`src/rtl/uart_rx_servo_cmd.sv`:
```
// 8N1 UART receiver that holds the last valid byte as a servo position.
// Define UART_RX_PARITY_EN to receive 8E1 frames instead (even parity checked).
module uart_rx_servo_cmd #(
    parameter int unsigned CLK_HZ     = 50000000,
    parameter int unsigned BAUD       = 115200,
    parameter int unsigned OVERSAMPLE = 16,
    parameter logic [7:0]  RESET_DATA = 8'h80
) (
    input  logic       clk,
    input  logic       rst_n,
    input  logic       RxD,
    output logic [7:0] RxD_data,
    output logic       RxD_data_ready,
    output logic       frame_err,
    output logic       busy
);
    localparam int unsigned DIV    = CLK_HZ / (BAUD * OVERSAMPLE);
    localparam int unsigned M      = OVERSAMPLE / 2;
    localparam int          DIV_W  = (DIV > 1) ? $clog2(DIV) : 1;
    localparam int          TICK_W = $clog2(OVERSAMPLE);

    localparam logic [DIV_W-1:0]  DIV_LAST  = DIV_W'(DIV - 1);
    localparam logic [TICK_W-1:0] CNT_SAMP0 = TICK_W'(M - 1);
    localparam logic [TICK_W-1:0] CNT_SAMP1 = TICK_W'(M);
    localparam logic [TICK_W-1:0] CNT_DEC   = TICK_W'(M + 1);
    localparam logic [TICK_W-1:0] CNT_LAST  = TICK_W'(OVERSAMPLE - 1);

    typedef enum logic [2:0] {
        S_IDLE, S_START, S_DATA, S_PARITY, S_STOP, S_BREAK
    } state_t;

    state_t             r_state;
    state_t             w_state_next;
    logic [1:0]         r_sync;
    logic [DIV_W-1:0]   r_div_cnt;
    logic [TICK_W-1:0]  r_tick_cnt;
    logic [2:0]         r_bit_cnt;
    logic               r_samp0;
    logic               r_samp1;
    logic [7:0]         r_shift;
    logic [7:0]         r_data;
    logic               r_ready;
    logic               r_ferr;
    logic               w_rxs;
    logic               w_counting;
    logic               w_tick;
    logic               w_decide;
    logic               w_bit_end;
    logic               w_maj;
    logic               w_par_ok;
    logic               w_ready_next;
    logic               w_ferr_next;

    assign w_rxs      = r_sync[1];
    assign w_counting = (r_state == S_START) || (r_state == S_DATA) ||
                        (r_state == S_PARITY) || (r_state == S_STOP);
    assign w_tick     = w_counting && (r_div_cnt == DIV_LAST);
    assign w_decide   = w_tick && (r_tick_cnt == CNT_DEC);
    assign w_bit_end  = w_tick && (r_tick_cnt == CNT_LAST);
    // Third vote is the live sample taken at the decision tick.
    assign w_maj      = (r_samp0 & r_samp1) | (r_samp0 & w_rxs) | (r_samp1 & w_rxs);

`ifdef UART_RX_PARITY_EN
    logic r_par_bit;

    always_ff @(posedge clk or negedge rst_n) begin
        if (!rst_n) begin
            r_par_bit <= 1'b0;
        end else if ((r_state == S_PARITY) && w_decide) begin
            r_par_bit <= w_maj;
        end
    end

    assign w_par_ok = ~(^{r_shift, r_par_bit});
`else
    assign w_par_ok = 1'b1;
`endif

    always_ff @(posedge clk or negedge rst_n) begin
        if (!rst_n) begin
            r_sync <= 2'b11;
        end else begin
            r_sync <= {r_sync[0], RxD};
        end
    end

    // Counters sit at zero outside a frame so the bit phase starts at the start edge.
    always_ff @(posedge clk or negedge rst_n) begin
        if (!rst_n) begin
            r_div_cnt  <= '0;
            r_tick_cnt <= '0;
            r_bit_cnt  <= '0;
        end else if (!w_counting) begin
            r_div_cnt  <= '0;
            r_tick_cnt <= '0;
            r_bit_cnt  <= '0;
        end else begin
            r_div_cnt <= w_tick ? '0 : r_div_cnt + 1'b1;
            if (w_tick) begin
                r_tick_cnt <= (r_tick_cnt == CNT_LAST) ? '0 : r_tick_cnt + 1'b1;
            end
            if ((r_state == S_DATA) && w_bit_end) begin
                r_bit_cnt <= r_bit_cnt + 1'b1;
            end
        end
    end

    always_ff @(posedge clk or negedge rst_n) begin
        if (!rst_n) begin
            r_samp0 <= 1'b1;
            r_samp1 <= 1'b1;
            r_shift <= '0;
        end else begin
            if (w_tick && (r_tick_cnt == CNT_SAMP0)) begin
                r_samp0 <= w_rxs;
            end
            if (w_tick && (r_tick_cnt == CNT_SAMP1)) begin
                r_samp1 <= w_rxs;
            end
            if ((r_state == S_DATA) && w_decide) begin
                r_shift <= {w_maj, r_shift[7:1]};
            end
        end
    end

    always_ff @(posedge clk or negedge rst_n) begin
        if (!rst_n) begin
            r_state <= S_IDLE;
        end else begin
            r_state <= w_state_next;
        end
    end

    always_comb begin
        w_state_next = r_state;
        case (r_state)
            S_IDLE: begin
                if (!w_rxs) begin
                    w_state_next = S_START;
                end
            end
            S_START: begin
                if (w_decide && w_maj) begin
                    w_state_next = S_IDLE;
                end else if (w_bit_end) begin
                    w_state_next = S_DATA;
                end
            end
            S_DATA: begin
                if (w_bit_end && (r_bit_cnt == 3'd7)) begin
`ifdef UART_RX_PARITY_EN
                    w_state_next = S_PARITY;
`else
                    w_state_next = S_STOP;
`endif
                end
            end
`ifdef UART_RX_PARITY_EN
            S_PARITY: begin
                if (w_bit_end) begin
                    w_state_next = S_STOP;
                end
            end
`endif
            // Leave at the stop decision so a following start edge is never missed.
            S_STOP: begin
                if (w_decide) begin
                    w_state_next = w_maj ? S_IDLE : S_BREAK;
                end
            end
            S_BREAK: begin
                if (w_rxs) begin
                    w_state_next = S_IDLE;
                end
            end
            default: w_state_next = S_IDLE;
        endcase
    end

    always_comb begin
        busy         = (r_state != S_IDLE);
        w_ready_next = 1'b0;
        w_ferr_next  = 1'b0;
        if ((r_state == S_STOP) && w_decide) begin
            if (w_maj && w_par_ok) begin
                w_ready_next = 1'b1;
            end else begin
                w_ferr_next = 1'b1;
            end
        end
    end

    always_ff @(posedge clk or negedge rst_n) begin
        if (!rst_n) begin
            r_data  <= RESET_DATA;
            r_ready <= 1'b0;
            r_ferr  <= 1'b0;
        end else begin
            r_ready <= w_ready_next;
            r_ferr  <= w_ferr_next;
            if (w_ready_next) begin
                r_data <= r_shift;
            end
        end
    end

    assign RxD_data       = r_data;
    assign RxD_data_ready = r_ready;
    assign frame_err      = r_ferr;

endmodule

```
`config.mk`:
```
export PLATFORM = sky130hd
export DESIGN_NAME = uart_rx_servo_cmd
export DESIGN_NICKNAME = d
export VERILOG_FILES = /design/src/rtl/uart_rx_servo_cmd.sv
export SDC_FILE = /design/constraint.sdc
export NUM_CORES = 1
export LEC_CHECK = 0
export CORE_ASPECT_RATIO = 0.8
export CORE_MARGIN = 1.5
export CORE_UTILIZATION = 45
export DETAILED_ROUTE_END_ITERATION = 8
export PLACE_DENSITY = 0.6
export SLEW_MARGIN = 10
export SYNTH_ARGS = -nofsm -noshare
export SYNTH_HDL_FRONTEND = slang
export SYNTH_SLANG_ARGS = --single-unit
```
`constraint.sdc`:
```
create_clock -name clk -period 2.7 [get_ports clk]
set_input_delay 0.27 -clock clk [delete_from_list [all_inputs] [get_ports clk]]
set_output_delay 0.27 -clock clk [all_outputs]
set_load 0.01 [all_outputs]
```
==> impl_results.md, run 1 <==
- Status: finished clean
- Hold WC Path Type: primary input to asynchronous set/reset pin
- Worst R2R Path Depth: 7
- Placed Cells: 201
- Vias per std cell: 5.421
- P per Cell Area: 481.6 nW/um2
- Relative slew slack: 46.88%
- Cell Area, Synth: 1728 um2
- Final Hold Vio Count: 0
- RSZ-0062 raised after global routing: false
- H-tree Lvls: 2
- Post-layout util: 55.99%
- DRT antenna net count: 0
- CTS sink cnt: 37
- Number of diodes: 0
- Initial antenna violation count: 0
- Core area: 3542 um2
- # setup viols final: 0
- Die H: 58.43 um
- Post-DP HPWL: 2.141 mm
- Adder-cell share of the synthesized area: 5.648%
- Drt total wl: 2.988 mm
- Crit-path leading delay family: compound AO/OA/AOI/OAI gates
- Design Area, Final: 1983 um2
- FP Rows: 19
- First-pass GRT wire length: 5.333 mm
- Compound-Gate Fraction of Synth Area: 6.951%
- Initial DRT Pass Iterations: 4
- Sequential element share of the synthesized area: 53.95%
- Final period utilization: 80.76%
- Syn-to-layout area delta: 14.77%
- WP buf/inv: 1
- Die W: 72.28 um
- CTS Hold Bufs: 0
- Largest family of logic cells by synthesized area: simple AND/OR/NAND/NOR gates
- Share of cells above drive strength 1: 22.16%
- Critical-path top delay cell: dfrtp_1
- DP Worst Slack: 0.5363 ns
- Fmax: 0.4586 GHz
- IO Port Bufs: 13
- Final cell count without fillers: 209
- Synthesized instance count: 149
- Top Ports: 14
- Levels on crit path: 7
- Gr usage total: 16.62%
- Final Slew Violations: 0
- DRC: 0
- Worst-margin pin slew: 0.7968 ns
- Slowest stage delay, CP: 0.41 ns
- Total of max-cap violations: 0
- XOR/XNOR Fraction of Synth Area: 2.534%
- Mux contribution to synthesized area: 13.54%
- Clock Skews: 0.005974 ns
- Yosys warning total: 0
- CTS tree: built
- Setup Fix Bufs, Post-CTS: 0
- GRT overflow: 0
- Yosys reg bits: 37
- Number of global-route vias before repair: 1190
- Final worst slack: 0.5194 ns
- Num CTS Buffers: 5
- Average routed wire per standard cell: 14.30 um
- Worst Path Required: 2.87 ns
- Final worst path period need: 2.181 ns
- Syn avg cell area: 11.60 um2
- Clock transition at path regs: 0.07 ns
- Placer Congestion: 0.8155
- Peak supply drop: 0.2780 mV
- CP max FO: 6
- Placed Area: 1893 um2
- Final TNS setup: 0 ns
- Root Buffer: clkbuf_8
- Hold Slack: 0.06269 ns
- Worst Path Arrival: 2.35 ns
- Starting Density: 48.78%
- Lkg Pwr: 0.9405 nW
- Die ar.: 4223 um2
- Nets: 176
- Initial DRC Count: 121
- Post-Synth Simple-Gate Area: 15.35%
- Total Power: 0.9552 mW
- Largest net degree at the start of global routing: 38
- Vias: 1133
- CP cell instances: inv_1, ha_1, nand4b_4, nor3b_4, a31oi_1, a221oi_2, mux2_1
- Startpoint class of the critical path: flop
- Max Root-Sink Buffers: 2
- # resized after CTS: 0
- Distinct cells, synth: 31
- Worst-Skew Late Latency: 0.29 ns
- Worst Setup End Kind: flop
- Mapped Nets: 159
- WS Path Type: flop to flop
## cells by family after synthesis
| family | after synthesis |
|---|---|
| xor+xnor | 5 |
| simple gates | 50 |
| buf+inv | 9 |
| flops | 37 |
| fa+ha+maj | 8 |
| compound gates | 19 |
| mux | 21 |
## cell type report
type	count	area (um2)
timing repair buffer	13	125.1
tap	42	52.55
clock buffer	5	68.82
clock inverter	3	21.27
sequential	37	932.1
inverter	6	22.52
fill	304	1559
multi-input combinational	103	760.7
## power breakdown
part | switching [mW] | total [mW] | internal, mW | leakage [nW]
combinational | 0.0106 | 0.0131 | 0.00251 | 0.422
sequential | 0.00139 | 0.558 | 0.557 | 0.474
clock | 0.201 | 0.384 | 0.183 | 0.0445
## cells in the mapped netlist
| master | number | area share, % |
|---|---|---|
| a21oi_1 | 6 | 1.7 |
| a221oi_2 | 1 | 0.87 |
| a22oi_1 | 2 | 0.87 |
| a31oi_1 | 1 | 0.36 |
| a32o_1 | 1 | 0.58 |
| and3_1 | 1 | 0.36 |
| and4b_1 | 1 | 0.58 |
| buf_2 | 1 | 0.29 |
| clkbuf_1 | 2 | 0.43 |
| dfrtp_1 | 32 | 46 |
| dfstp_2 | 5 | 7.6 |
| ha_1 | 7 | 5.1 |
| inv_1 | 6 | 1.3 |
| maj3_1 | 1 | 0.58 |
| mux2_1 | 1 | 0.65 |
| mux2_2 | 18 | 12 |
| mux2i_1 | 2 | 1.2 |
| nand2_1 | 16 | 3.5 |
| nand2b_1 | 2 | 0.72 |
| nand3_1 | 8 | 2.3 |
| nand4_2 | 1 | 0.72 |
| nand4b_4 | 1 | 1.4 |
| nor2_1 | 15 | 3.3 |
| nor2_2 | 1 | 0.36 |
| nor2b_1 | 2 | 0.72 |
| nor3b_4 | 1 | 1.1 |
| o21ai_0 | 7 | 2.0 |
| o221ai_1 | 1 | 0.51 |
| or3_1 | 1 | 0.36 |
| xnor2_1 | 2 | 1.0 |
| xor2_1 | 3 | 1.5 |
## layer usage
metal,wire length [um],vias to the layer above,global-route usage (%)
met4,47,0,7.817
met2,1379,15,26.19
met1,1462,561,21.63
li1,-,550,-
met3,98,7,4.452
met5,0,-,0
## worst reg2reg max path, cell delays in order, from the launching register on
cell and delay, ns:
dfrtp_1 0.41, inv_1 0.07, ha_1 0.20, nand4b_4 0.17
nor3b_4 0.31, a31oi_1 0.18, a221oi_2 0.36, mux2_1 0.37
## flip-flops by register name, indices dropped and copies added (netlist names)
| register | count |
|---|---|
| r_div_cnt | 5 |
| r_samp1 | 1 |
| r_sync | 2 |
| r_shift | 8 |
| RxD_data | 8 |
| r_bit_cnt | 3 |
| frame_err | 1 |
| r_samp0 | 1 |
| RxD_data_ready | 1 |
| r_tick_cnt | 4 |
| r_state | 3 |
## worst paths after layout
path	endpoint	slack [ns]	startpoint
min in group clk	r_sync[1]$_DFF_PN1_	0.36	r_sync[0]$_DFF_PN1_
hold / removal	r_tick_cnt[2]$_DFFE_PN0P_	0.06	rst_n
hold reg to reg	r_sync[1]$_DFF_PN1_	0.36	r_sync[0]$_DFF_PN1_
setup reg to reg	r_state[2]$_DFFE_PN0P_	0.52	r_div_cnt[0]$_DFF_PN0_
setup / recovery	r_state[2]$_DFFE_PN0P_	0.52	r_div_cnt[0]$_DFF_PN0_
max in group asynchronous	RxD_data[5]$_DFFE_PN0P_	2.13	rst_n
## cell usage in the layout (no fill, tap or decap), drive strengths merged
cell type	count
clkinv	1
and4b	1
a31oi	1
nand4b	1
inv	7
o221ai	1
nand4	1
a22oi	2
mux2	19
xnor2	2
a32o	1
ha	7
nor2	16
or3	1
nand2b	2
clkbuf	5
clkdlybuf4s50	12
nor3b	1
dfrtp	32
and3	1
mux2i	2
nand3	8
maj3	1
xor2	3
o21ai	7
nand2	16
buf	1
clkinvlp	1
a21oi	6
dfstp	5
a221oi	1
nor2b	2
Power figures use the tool's default switching activity.
==> run 2, diff against run 1 <==
- clock period: 2.7 -> 2.1 ns (I/O delays scaled with it)
==> impl_results.md, run 2 (synthesis results as in run 1) <==
- Sequential Power Share: 57.7% (-0.7 points)
- Clock Skews: 0.005483 ns (-0.0004911 ns)
- Commonest non-fill, non-tap cell in the layout: dfrtp_1
- Levels on crit path: 7 (unchanged)
- CP cell instances: inv_1, ha_2, nand4b_4, nor3b_4, a31oi_2, a221oi_2, mux2_1
- Drt total wl: 3.014 mm (+0.87%)
- Starting Density: 48.78% (unchanged)
- Root Buffer: clkbuf_8
- Startpoint class of the critical path: flop
- # setup viols final: 0 (unchanged)
- RR Endpoint: r_state[2]$_DFFE_PN0P_
- Num CTS Buffers: 5 (unchanged)
- GRT overflow: 0 (unchanged)
- Top Ports: 14 (unchanged)
- Met2 Track Usage GR: 24.60% (-1.6 points)
- Gr usage total: 15.97% (-0.66 points)
- Gr busiest metal: met2
- FP Rows: 19 (unchanged)
- RSZ-0062 raised after global routing: true
- DRC: 0 (unchanged)
- Worst-margin pin slew: 0.7786 ns (-0.01813 ns)
- Critical-path top delay cell: dfrtp_1
- FF-to-FF setup slack: 0.04 ns (-0.48 ns)
- Worst Setup SP: r_div_cnt[0]$_DFF_PN0_
- Relative slew slack: 48.09% (+1.2 points)
- Vias: 1169 (+3.2%)
- Initial DRC Count: 39 (-68%)
- Number of global-route vias before repair: 1147 (-3.6%)
- Most frequent cells in the layout: 32 x dfrtp_1, 18 x mux2_2, 15 x nand2_1
- Clock transition at path regs: 0.07 ns (about the same)
- Vias per std cell: 5.362 (-1.1%)
- Peak supply drop: 0.5712 mV (+110%)
- Final period utilization: 98.15% (+17 points)
- Fmax: 0.4852 GHz (+5.8%)
- Worst Setup End Kind: flop
- P per Cell Area: 598.0 nW/um2 (+24%)
- Max Root-Sink Buffers: 2 (unchanged)
- First-pass GRT wire length: 5.133 mm (-3.8%)
- Slowest stage delay, CP: 0.40 ns (about the same)
- Switching share of power: 20.77% (-1.5 points)
- Worst Path Required: 2.27 ns (-0.60 ns)
- Status: finished clean
- Final TNS setup: 0 ns (unchanged)
- DRT antenna net count: 0 (unchanged)
- Final Hold Vio Count: 0 (unchanged)
- Worst-Skew Late Latency: 0.28 ns (about the same)
- FF-to-FF Start: r_div_cnt[0]$_DFF_PN0_
- WP buf/inv: 1 (unchanged)
- Grt met1 use: 21.34% (-0.29 points)
- Crit-path leading delay family: compound AO/OA/AOI/OAI gates
- Post-DP HPWL: 2.162 mm (+1.0%)
- H-tree Lvls: 2 (unchanged)
- Nets: 185 (+5.1%)
- Worst R2R Path Depth: 7 (unchanged)
- Placer Congestion: 0.7896 (-3.2%)
- Core area: 3542 um2 (unchanged)
- Total Power: 1.244 mW (+30%)
- Lkg Pwr: 0.9832 nW (+4.5%)
- Die H: 58.43 um (unchanged)
- Total of max-cap violations: 0 (unchanged)
- Net load switching power: 0.2585 mW (+21%)
- Die ar.: 4223 um2 (unchanged)
- Combinational fraction of design power: 1.3% (about the same)
- CTS sink cnt: 37 (unchanged)
- Initial antenna violation count: 0 (unchanged)
- CTS tree: built
- Largest net degree at the start of global routing: 38 (unchanged)
- Final Slew Violations: 0 (unchanged)
- Number of diodes: 0 (unchanged)
- Internal cell power: 0.9859 mW (+33%)
- IO Port Bufs: 13 (unchanged)
- Average routed wire per standard cell: 13.83 um (-3.3%)
- Worst Path Arrival: 2.23 ns (-0.12 ns)
- Share of cells above drive strength 1: 27.84% (+5.7 points)
- CTS Hold Bufs: 0 (unchanged)
- WS Path Type: flop to flop
- Initial DRT Pass Iterations: 4 (unchanged)
- Final worst path period need: 2.061 ns (-0.1195 ns)
- Fillers: 291 (-4.3%)
- Syn-to-layout area delta: 20.42%
- Hold WC Path Type: primary input to asynchronous set/reset pin
- Clock share of power: 41.0% (+0.8 points)
- Die W: 72.28 um (unchanged)
- Met3 Usage GRT: 4.452% (unchanged)
- CP max FO: 5 (-1)
[run 2: worst register-to-register path: cells and delay by family, from the launching register on]
kind | cells | cell delay, ns
buffers and inverters | 1 | 0.07
AO/OA/AOI/OAI | 2 | 0.49
AND/OR/NAND/NOR | 2 | 0.43
flip-flops | 1 | 0.40
adder cells (fa/ha/maj) | 1 | 0.20
multiplexers | 1 | 0.36
[run 2: what timing repair did]
action | CTS | global route
setup endpoints to repair | 0 | 18
resized for setup | 0 | 4
setup buffers | 0 | 3
[run 2: cell type report]
class	instances	area, um2	share of cell area [%]
sequential	37	932.1	44.80
multi-input combinational	103	774.5	37.22
timing repair buffer	22	205.2	9.862
clock buffer	7	86.33	4.149
tap	42	52.55	2.526
inverter	6	22.52	1.082
clock inverter	1	7.507	0.3608
[run 2: power groups by stage]
stage / combinational [mW] / sequential, mW / clock (mW)
2_1_floorplan: 0.00128 / 0.731 / 0
6_report: 0.0165 / 0.718 / 0.510
3_5_place_dp: 0.0180 / 0.731 / 0
4_1_cts: 0.0181 / 0.718 / 0.523
5_1_grt: 0.0205 / 0.718 / 0.563
3_3_place_gp: 0.0176 / 0.731 / 0
[run 2: worst max-delay path by stage]
stage / endpoint
after floorplan: r_state[2]$_DFFE_PN0P_
after global placement: r_state[2]$_DFFE_PN0P_
after detailed placement: r_state[2]$_DFFE_PN0P_
after CTS: r_state[2]$_DFFE_PN0P_
after global routing: r_state[2]$_DFFE_PN0P_
final: r_state[2]$_DFFE_PN0P_
[run 2: stage by stage]
stage / cells / hold slack, ns / setup slack [ns] / cell area [um2] / utilization (%)
after floorplan: 149 / -0.08559 / 0.1138 / 1728 / -
after global placement: 207 / 0.3332 / 0.1076 / 1951 / 55.07
after detailed placement: 207 / 0.3412 / 0.04314 / 1951 / 55.07
after CTS: 215 / 0.03396 / 0.02423 / 2044 / 57.72
after global routing: 218 / 0.07266 / -0.08732 / 2081 / 58.74
final: 218 / 0.001064 / 0.03889 / 2081 / 58.74
[run 2: metal layers]
layer / vias up / share of wire [%]
met5: - / 0
met4: 0 / 0.96
met3: 4 / 4.0
met2: 21 / 47
met1: 577 / 48
li1: 567 / -
==> run 3, diff against run 2 <==
- ABC_CLOCK_PERIOD_IN_PS: unset -> 1900
- clock period: 2.1 -> 1.9 ns (I/O delays scaled with it)
==> impl_results.md, run 3 (synthesis results as in run 1) <==
- Top Ports: 14 (unchanged)
- Die W: 72.28 um (unchanged)
- Number of global-route vias before repair: 1237 (+7.8%)
- Switching share of power: 20.25% (-0.52 points)
- Clock Skews: 0.005427 ns (-0.00005610 ns)
- GRT overflow: 0 (unchanged)
- P per Cell Area: 672.0 nW/um2 (+12%)
- Total Power: 1.491 mW (+20%)
- Status: finished, violations left
- Die H: 58.43 um (unchanged)
- Internal cell power: 1.189 mW (+21%)
- First-pass GRT wire length: 5.823 mm (+13%)
- Starting Density: 48.78% (unchanged)
- Clock transition at path regs: 0.08 ns (about the same)
- Average routed wire per standard cell: 14.68 um (+6.2%)
- Worst Path Required: 2.07 ns (-0.20 ns)
- WS Path Type: flop to flop
- Final period utilization: 105.4% (+7.2 points)
- Commonest non-fill, non-tap cell in the layout: dfrtp_1
- H-tree Lvls: 2 (unchanged)
- RSZ-0062 raised after global routing: true
- CTS sink cnt: 37 (unchanged)
- Multi-input gate area: 807.0 um2 (+4.2%)
- Core area: 3542 um2 (unchanged)
- Syn-to-layout area delta: 28.39%
- Post-DP HPWL: 2.327 mm (+7.6%)
- Number of diodes: 0 (unchanged)
- DRC: 0 (unchanged)
- # setup viols final: 9 (+9)
- Hold WC Path Type: primary input to asynchronous set/reset pin
- Largest net degree at the start of global routing: 38 (unchanged)
- Relative slew slack: 47.02% (-1.1 points)
- Worst Path Arrival: 2.18 ns (-0.05 ns)
- Initial DRT Pass Iterations: 4 (unchanged)
- Initial antenna violation count: 0 (unchanged)
- Worst-margin pin slew: 0.7947 ns (+0.01611 ns)
- Final TNS setup: -0.2384 ns (-0.2384 ns)
- Total of max-cap violations: 0 (unchanged)
- Fmax: 0.4995 GHz (+2.9%)
- Net load switching power: 0.3020 mW (+17%)
- Initial DRC Count: 73 (+87%)
- Fillers: 285 (-2.1%)
- Failing checks: negative hold slack, negative setup slack
- IO Port Bufs: 13 (unchanged)
- Worst-Skew Late Latency: 0.29 ns (about the same)
- Vias: 1192 (+2.0%)
- Placer Congestion: 0.8099 (+2.6%)
- Gr usage total: 18.19% (+2.2 points)
- Final worst path period need: 2.002 ns (-0.05902 ns)
- Clock share of power: 45.6% (+4.6 points)
- Die ar.: 4223 um2 (unchanged)
- DRT antenna net count: 0 (unchanged)
- Nets: 195 (+5.4%)
- Combinational fraction of design power: 1.2% (about the same)
- Seq. cell area: 932.1 um2 (unchanged)
- Startpoint class of the critical path: flop
- Root Buffer: clkbuf_8
- Hold Slack: -0.01852 ns (-0.01959 ns)
- Drt total wl: 3.347 mm (+11%)
- Final Slew Violations: 0 (unchanged)
- Lkg Pwr: 1.056 nW (+7.4%)
- Worst Setup End Kind: flop
- Vias per std cell: 5.228 (-2.5%)
- FP Rows: 19 (unchanged)
- Final Hold Vio Count: 21 (+21)
- Sequential Power Share: 53.2% (-4.5 points)
- Peak supply drop: 0.6907 mV (+21%)
- CTS tree: built
- CP max FO: 4 (-1)
- Most frequent cells in the layout: 32 x dfrtp_1, 17 x buf_4, 15 x nor2_1, 15 x nand2_1, 12 x clkdlybuf4s50_1
- Num CTS Buffers: 5 (unchanged)
- Final worst slack: -0.1021 ns (-0.1410 ns)
- Max Root-Sink Buffers: 2 (unchanged)
- Share of cells above drive strength 1: 31.18% (+3.3 points)
## run 3: cell count changes in the layout (fill, tap and decap cells not counted), sizes merged
cell      before  now
buf           10   20
bufinv         0    1
clkbuf         7    6
clkinv         0    1
clkinvlp       1    0
## run 3: what timing repair did
item,in CTS,in global routing
resized for setup,3,9
setup buffers,2,2
pin swaps,1,3
hold buffers,0,0
setup endpoints to repair,10,20
## run 3: path summary, 6_finish.rpt
kind,end,slack [ns],start,depth (start not counted)
max in group asynchronous,r_state[0]$_DFFE_PN0P_,1.41,rst_n,1
min in group clk,r_sync[0]$_DFF_PN1_,0.30,RxD,1
hold reg to reg,r_sync[1]$_DFF_PN1_,0.36,r_sync[0]$_DFF_PN1_,0
hold / removal,r_tick_cnt[0]$_DFFE_PN0P_,-0.02,rst_n,1
setup reg to reg,r_state[2]$_DFFE_PN0P_,-0.10,r_div_cnt[0]$_DFF_PN0_,7
setup / recovery,r_state[2]$_DFFE_PN0P_,-0.10,r_div_cnt[0]$_DFF_PN0_,7
## run 3: through the flow
stage	worst slack, ns	utilization, %	instances	cell area [um2]
floorplan	-0.05757	-	149	1728
global placement	0.01567	57.75	218	2046
detailed placement	-0.08140	57.75	218	2046
CTS	-0.08136	61.64	228	2183
global route	-0.2116	62.63	228	2218
finish	-0.1021	62.63	228	2218
## run 3: power by group through the flow
stage	logic [mW]	clock network, mW	registers (mW)
floorplan	0.00142	0	0.808
global placement	0.0196	0	0.808
detailed placement	0.0206	0	0.808
CTS	0.0203	0.694	0.793
global route	0.0233	0.734	0.793
finish	0.0185	0.680	0.793
## run 3: layer usage
metal / track usage [%] / routed length, um / share of wire (%)
met5: 0 / 0 / 0
met4: 6.199 / 32 / 0.96
met3: 4.452 / 115 / 3.4
met2: 29.37 / 1583 / 47
met1: 24.30 / 1615 / 48
## run 3: layout make-up
type	count	area share (%)
tap	42	2.369
timing repair buffer	32	13.20
multi-input combinational	103	36.38
clock buffer	6	3.271
clock inverter	2	1.748
sequential	37	42.02
inverter	6	1.015
## run 3: worst max-delay path, cell delays in order (launching register included)
cell and delay (ns):
dfrtp_1 0.39, inv_1 0.06, ha_2 0.20, nand4b_4 0.14, nor3b_4 0.28, a31oi_2 0.15
a221oi_2 0.32, mux2_1 0.35
